## src/rtl/packet_route_buffer.sv

```systemverilog
// Input buffer that steers its FIFO head to the local or forward port by address.
// Optional macro PKT_ROUTE_STATS_EN adds saturating per-port pop counters.
module packet_route_buffer #(
  parameter int unsigned PKT_W      = 33,
  parameter int unsigned ADDR_START = 32,
  parameter int unsigned ADDR_END   = 29,
  parameter int unsigned DEPTH      = 4,
  parameter logic [ADDR_START-ADDR_END:0] LOCAL_ADDR = 4'h3
) (
  input  logic                     clk,
  input  logic                     reset,
  input  logic                     in_valid,
  output logic                     in_ready,
  input  logic [PKT_W-1:0]         in_packet,
  output logic                     local_valid,
  input  logic                     local_ready,
  output logic [PKT_W-1:0]         local_packet,
  output logic                     fwd_valid,
  input  logic                     fwd_ready,
  output logic [PKT_W-1:0]         fwd_packet,
`ifdef PKT_ROUTE_STATS_EN
  output logic [15:0]              local_pkt_cnt,
  output logic [15:0]              fwd_pkt_cnt,
`endif
  output logic [$clog2(DEPTH):0]   occupancy
);

  localparam int unsigned PTR_W = $clog2(DEPTH);
  localparam int unsigned OCC_W = PTR_W + 1;

  logic [PKT_W-1:0] mem_q [DEPTH];
  logic [PTR_W-1:0] wr_ptr_q, wr_ptr_d;
  logic [PTR_W-1:0] rd_ptr_q, rd_ptr_d;
  logic [OCC_W-1:0] occ_q, occ_d;

  logic             push, pop, not_empty, head_is_local;
  logic [PKT_W-1:0] head;

  assign head          = mem_q[rd_ptr_q];
  assign not_empty     = (occ_q != '0);
  assign head_is_local = (head[ADDR_START:ADDR_END] == LOCAL_ADDR);

  // in_ready comes only from registered occupancy, so a full buffer never pushes
  // even when the head is leaving in the same cycle.
  assign in_ready     = (occ_q != OCC_W'(DEPTH));
  assign local_valid  = not_empty && head_is_local;
  assign fwd_valid    = not_empty && !head_is_local;
  assign local_packet = head;
  assign fwd_packet   = head;
  assign occupancy    = occ_q;

  assign push = in_valid && in_ready;
  assign pop  = (local_valid && local_ready) || (fwd_valid && fwd_ready);

  always_comb begin
    wr_ptr_d = wr_ptr_q;
    rd_ptr_d = rd_ptr_q;
    occ_d    = occ_q;
    if (push) wr_ptr_d = wr_ptr_q + PTR_W'(1);
    if (pop)  rd_ptr_d = rd_ptr_q + PTR_W'(1);
    if (push && !pop)      occ_d = occ_q + OCC_W'(1);
    else if (pop && !push) occ_d = occ_q - OCC_W'(1);
  end

  always_ff @(posedge clk or posedge reset) begin
    if (reset) begin
      wr_ptr_q <= '0;
      rd_ptr_q <= '0;
      occ_q    <= '0;
      for (int unsigned i = 0; i < DEPTH; i++) mem_q[i] <= '0;
    end else begin
      wr_ptr_q <= wr_ptr_d;
      rd_ptr_q <= rd_ptr_d;
      occ_q    <= occ_d;
      if (push) mem_q[wr_ptr_q] <= in_packet;
    end
  end

`ifdef PKT_ROUTE_STATS_EN
  logic [15:0] local_cnt_q, local_cnt_d;
  logic [15:0] fwd_cnt_q, fwd_cnt_d;

  always_comb begin
    local_cnt_d = local_cnt_q;
    fwd_cnt_d   = fwd_cnt_q;
    if (local_valid && local_ready && (local_cnt_q != '1)) local_cnt_d = local_cnt_q + 16'd1;
    if (fwd_valid && fwd_ready && (fwd_cnt_q != '1))       fwd_cnt_d   = fwd_cnt_q + 16'd1;
  end

  always_ff @(posedge clk or posedge reset) begin
    if (reset) begin
      local_cnt_q <= '0;
      fwd_cnt_q   <= '0;
    end else begin
      local_cnt_q <= local_cnt_d;
      fwd_cnt_q   <= fwd_cnt_d;
    end
  end

  assign local_pkt_cnt = local_cnt_q;
  assign fwd_pkt_cnt   = fwd_cnt_q;
`endif

endmodule

```

## config.mk

```make
export PLATFORM = sky130hd
export DESIGN_NAME = packet_route_buffer
export DESIGN_NICKNAME = d
export VERILOG_FILES = /design/src/rtl/packet_route_buffer.sv
export SDC_FILE = /design/constraint.sdc
export NUM_CORES = 1
export LEC_CHECK = 0
export BUFFER_PORTS_ARGS = -buffer_cell sky130_fd_sc_hd__buf_2
export CAP_MARGIN = 10
export CORE_MARGIN = 8
export CORE_UTILIZATION = 60
export CTS_CLUSTER_SIZE = 8
export DETAILED_ROUTE_END_ITERATION = 8
export GPL_ROUTABILITY_DRIVEN = 0
export PLACE_DENSITY = 0.85
export SLEW_MARGIN = 10
export SYNTH_ARGS = -nofsm -noshare
export SYNTH_HDL_FRONTEND = slang
export SYNTH_SLANG_ARGS = --single-unit
```

## constraint.sdc

```tcl
create_clock -name clk -period 9.6 [get_ports clk]
set_clock_uncertainty 0.05 [all_clocks]
set_input_delay 0.96 -clock clk [delete_from_list [all_inputs] [get_ports clk]]
set_output_delay 0.96 -clock clk [all_outputs]
set_load 0.03 [all_outputs]
```

==> flow_summary.yaml, run 1 <==
run_status:
  status: "complete, no violations"
placed_design:
  io_buffers: 109
  place_hpwl_mm: 7.92
floorplanning:
  core_area_mm2: 0.0103
  chipWidth_um: 119
  rows: 37
  dieArea_mm2: 0.0141
  initial_core_util: 0.617
  die-height_um: 119
  io_pins: 110
clocking:
  root_buffer: "clkbuf_8"
  clock_sinks: 139
  clk_latency_ns: 0.51
  htree_levels: 4
  cts_buffers: 17
  clock_path_buffers: 2
  postCtsSetupRepairBufs: 0
  cts_tree: "yes"
  ctsHoldBuffers: 0
  cts_resized: 0
  path_clk_slew_ns: 0.06
yosys:
  synth_area_leaders: "dfrtp_1 (55%), mux2_2 (24%), mux4_2 (12%)"
  ys_types: 22
  ys_ff_latch: 139
  yosysSeqAreaShare: 0.548
  synthCells: 397
  synth_nets: 441
  synth_top_area_cell: "dfrtp_1"
  ys_warn_count: 0
  synth_area_mm2: 0.00634
  syn_area_per_cell_um2: 16.0
  yosysTopAreaCellShare: 0.548
timing:
  setup_viol: 0
  slew_headroom: 0.218
  setup_tns_ns: 0
  period_share: 0.409
  tightestPinTransition_ns: 1.16
  fin_crit_ns: 3.92
  slew_violations: 0
  timing.fmax_mhz: 255
  rsz0062_at_grt: "false"
  hold_viol_final: 0
global_routing:
  grt_pass1_vias: 4108
  grt_pass1_wl_mm: 20.7
  antenna_found_initial: 0
  grt_overflow: 0
  grt_usage: 0.186
  grt_max_degree: 76
setup_path:
  max_stage_delay_ns: 0.60
  arrival_ns: 2.91
  crit_chain: "buf_4 > mux4_2 > and4bb_4 > and2_1 > buf_2"
  worst_r2r_path_depth: 9
  required_ns: 8.59
  r2r_slack_ns: 6.07
  cp_max_fo: 28
  crit_slowest_cell: "mux4_2"
  worstReg2RegEnd: "occupancy[1]"
  cp-end-kind: "output port"
  r2r-start: "rd_ptr_q[0]"
  path_buf_inv: 2
  critical_path_class: "reg2out"
  crit_family: "buffers and inverters"
  critPathLaunchType: "register"
layout:
  num-nets-final: 518
  drive_gt1_frac: 0.647
  num_antenna_cells: 0
  syn_to_final_growth_pct: 15.7
  nFillCells: 685
drt:
  drt_wl_total_mm: 12.4
  postRouteAntennaNets: 0
  route.detailed.drc: 0
  firstDrtPassIters: 4
  vias_per_cell: 5.69
  drt_iter0_markers: 153
  avgRoutedWirePerCell_um: 19.9
  vias: 3545
hold_path:
  min_path_cells: 1
  min_path_type: "reg2reg"
  min-delay-start: "mem_q[47]"
  hold_path_end: "mem_q[47]"
job:
  maxCapViolCount: 0
[metrics by stage]
stage / hold slack, ns / setup WS, ns / utilization / instance area [µm²] / instances
after global routing: 0.460 / 5.47 / 0.714 / 7340 / 623
after CTS: 0.452 / 5.60 / 0.714 / 7340 / 623
final: 0.451 / 5.68 / 0.714 / 7340 / 623
after global placement: 0.431 / 6.09 / 0.656 / 6750 / 591
after detailed placement: 0.438 / 6.00 / 0.656 / 6750 / 591
after floorplan: 0.424 / 4.87 / - / 6340 / 397
[metal layers]
metal  share of wire  wire length, µm  vias to the layer above  global-route usage
met4          0.0094              116                        0              0.0538
met2            0.52             6420                       93               0.319
met1            0.42             5180                     1878               0.215
li1                -                -                     1564                   -
met3           0.055              678                       10              0.0666
met5               0                0                        -                   0
[Yosys cell counts]
cell type / instances
clkbuf_1: 4
inv_1: 5
or3_1: 1
nand2_1: 8
buf_4: 33
mux2i_1: 2
mux4_2: 33
ha_1: 5
fa_1: 1
mux2_2: 133
and4bb_4: 1
o21ai_0: 1
a21boi_0: 1
nor3_1: 1
nand3_1: 2
xor2_1: 4
dfrtp_1: 139
buf_6: 1
buf_2: 16
nor2_1: 3
xnor2_1: 2
and2_1: 1
[cell families after synthesis]
logic type               share of synthesized area
AO/OA/AOI/OAI                              0.00197
XOR/XNOR                                   0.00828
adder cells (fa/ha/maj)                     0.0130
buffers and inverters                       0.0588
flip-flops                                   0.548
multiplexers                                 0.356
AND/OR/NAND/NOR                             0.0134
[worst max-delay path by stage]
stage | depth (start not counted) | endpoint | startpoint | slack [ns]
4_1_cts | 5 | local_valid | rd_ptr_q[0] | 5.60
2_1_floorplan | 1 | mem_q[0] | reset | 4.87
5_1_grt | 5 | local_valid | rd_ptr_q[0] | 5.47
6_report | 5 | local_valid | rd_ptr_q[0] | 5.68
3_5_place_dp | 9 | occupancy[1] | rd_ptr_q[0] | 6.00
3_3_place_gp | 9 | occupancy[1] | rd_ptr_q[0] | 6.09
[layout make-up]
type                            count  area [µm²]  area share
Sequential cell                   139        3480       0.474
Inverter                            5        23.8     0.00324
Tap cell                          136         170      0.0232
Multi-Input combinational cell    199        2500       0.341
Clock inverter                     11         144      0.0196
Timing Repair Buffer              112         568      0.0774
Clock buffer                       21         449      0.0612
[state kept, by name, indices dropped and copies added, names as in the netlist]
| register | count |
|---|---|
| mem_q | 132 |
| rd_ptr_q | 2 |
| wr_ptr_q | 2 |
| occupancy | 3 |
[placed cells by master, fill, tap and decap left out]
cell	count
o21ai_0	1
xor2_1	4
clkbuf_16	16
buf_4	3
clkbuf_8	3
a21boi_0	1
clkinv_4	1
buf_2	109
clkinv_2	3
and4bb_4	1
fa_1	1
mux2_2	133
mux4_2	33
nand2_1	4
nor3_1	1
dfrtp_2	1
nand3_1	2
inv_6	1
inv_1	4
and2_1	1
nand2_2	4
xnor2_1	2
clkbuf_1	2
nor2_1	3
ha_1	5
clkinvlp_4	4
bufinv_16	3
mux2i_1	2
or3_1	1
dfrtp_1	138
Power of run 1 is left out: the tool's default activity adds up to more than one toggle a clock period on the data nets, which glitch-free logic cannot reach.
==> run 2, diff against run 1 <==
--- a/config.mk
+++ b/config.mk
@@ -8,11 +8,11 @@
 export BUFFER_PORTS_ARGS = -buffer_cell sky130_fd_sc_hd__buf_2
 export CAP_MARGIN = 10
 export CORE_MARGIN = 8
-export CORE_UTILIZATION = 60
+export CORE_UTILIZATION = 56
 export CTS_CLUSTER_SIZE = 8
 export DETAILED_ROUTE_END_ITERATION = 8
 export GPL_ROUTABILITY_DRIVEN = 0
-export PLACE_DENSITY = 0.85
+export PLACE_DENSITY = 0.8
 export SLEW_MARGIN = 10
 export SYNTH_ARGS = -nofsm -noshare
 export SYNTH_HDL_FRONTEND = slang
==> constraint.sdc (replaced) <==
create_clock -name clk -period 3.9 [get_ports clk]
set_clock_uncertainty 0.05 [all_clocks]
set_input_delay 0.39 -clock clk [delete_from_list [all_inputs] [get_ports clk]]
set_output_delay 0.39 -clock clk [all_outputs]
set_load 0.03 [all_outputs]
==> flow_summary.yaml, run 2 (same netlist as run 1, synthesis figures left out) <==
clocking:
  clock_path_buffers: 2
  ctsHoldBuffers: 0
  path_clk_slew_ns: 0.06
  root_buffer: "clkbuf_16"
  postCtsSetupRepairBufs: 0
  htree_levels: 4
  clock_sinks: 139
  clk_latency_ns: 0.41
  cts_resized: 0
  cts_buffers: 17
  cts_tree: "yes"
layout:
  multi_input_area_mm2: 0.00250
  regMostFlops: "mem_q"
  fin_util: 0.663
  num-nets-final: 521
  seq_area_mm2: 0.00348
  drive_gt1_frac: 0.649
  largest_reg_flops: 132
  layout_commonest_cell: "dfrtp_1"
  nFillCells: 805
  num_antenna_cells: 0
  layout_common_cells: "dfrtp_1 (138), mux2_2 (133), buf_2 (109), mux4_2 (33), clkbuf_16 (17)"
  syn_to_final_growth_pct: 17.3
floorplanning:
  chipWidth_um: 122
  dieArea_mm2: 0.0150
  die-height_um: 122
  rows: 39
  io_pins: 110
  initial_core_util: 0.565
  core_area_mm2: 0.0112
global_routing:
  antenna_found_initial: 0
  grt_pass1_wl_mm: 20.9
  grt_usage: 0.183
  grt_pass1_vias: 4120
  grt_overflow: 0
  grt_max_degree: 140
drt:
  avgRoutedWirePerCell_um: 20.4
  route.detailed.drc: 0
  drt_iter0_markers: 239
  drt_wl_total_mm: 12.9
  firstDrtPassIters: 4
  vias: 3610
  postRouteAntennaNets: 0
  vias_per_cell: 5.70
timing:
  rsz0062_at_grt: "false"
  holdWs_ns: 0.114
  hold_viol_final: 0
  postLayoutSetupSlackWorst_ns: 0.833
  timing.fmax_mhz: 326
  slew_violations: 0
  fin_crit_ns: 3.07
  setup_viol: 0
  tightestPinTransition_ns: 0.959
  period_share: 0.786
  setup_tns_ns: 0
  slew_headroom: 0.358
placed_design:
  io_buffers: 109
  post-place-ws_ns: 0.834
  place_hpwl_mm: 8.24
setup_path:
  max_stage_delay_ns: 0.60
  required_ns: 4.15
  crit_top_cell: "inv_1"
  arrival_ns: 3.31
  crit_chain: "mux4_2 > and4bb_4 > mux2i_1 > inv_1 > ha_1 > inv_1 > fa_1 > mux2_2"
  critical_path_class: "reg2reg"
  cp_max_fo: 12
  cp-end-kind: "register"
  critPathLaunchType: "register"
  crit_slowest_cell: "mux4_2"
run_status:
  status: "complete, no violations"
hold_path:
  min_path_type: "in2async"
job:
  maxCapViolCount: 0
run 2: changes by cell type in the layout (fill, tap and decap cells not counted):
cell,previous run,this run
bufinv_16,3,5
buf_12,0,1
clkbuf_8,3,2
clkinv_2,3,2
inv_6,1,0
clkbuf_16,16,17
buf_4,3,5
run 2: final cells by class:
cell class | count | area share
tap | 143 | 0.0240
inverter | 5 | 0.00303
clock buffer | 21 | 0.0619
clock inverter | 11 | 0.0257
timing repair buffer | 115 | 0.0811
sequential | 139 | 0.468
multi-input combinational | 199 | 0.337
run 2: path summary, 6_finish.rpt:
path	from	endpoint	slack, ns	cells after the start
setup / recovery	rd_ptr_q[0]	occupancy[1]	0.83	8
hold / removal	reset	wr_ptr_q[1]	0.11	3
setup reg to reg	rd_ptr_q[0]	occupancy[1]	0.83	8
hold reg to reg	mem_q[111]	mem_q[111]	0.45	1
max in group asynchronous	reset	rd_ptr_q[0]	3.12	3
min in group clk	in_packet[21]	mem_q[120]	0.20	2
run 2: per-stage QoR:
| step | cell area, µm² | cells |
|---|---|---|
| 5_1_grt | 7440 | 633 |
| 2_1_floorplan | 6350 | 397 |
| 4_1_cts | 7440 | 633 |
| 3_5_place_dp | 6790 | 601 |
| 3_3_place_gp | 6790 | 601 |
| 6_report | 7440 | 633 |
run 2: per-layer routing:
layer	routed length, µm	vias to the layer above	global-route usage
li1	-	1587	-
met1	5430	1907	0.223
met2	6560	101	0.299
met3	795	15	0.0561
met4	154	0	0.0746
met5	0	-	0
run 2: worst max-delay path: cells and delay by family (launching register included):
kind | cells | cell delay, ns
adder cells (fa/ha/maj) | 2 | 0.63
buffers and inverters | 2 | 0.15
flip-flops | 1 | 0.59
AND/OR/NAND/NOR | 1 | 0.39
multiplexers | 3 | 1.14
Power of run 2 is left out for the same reason.
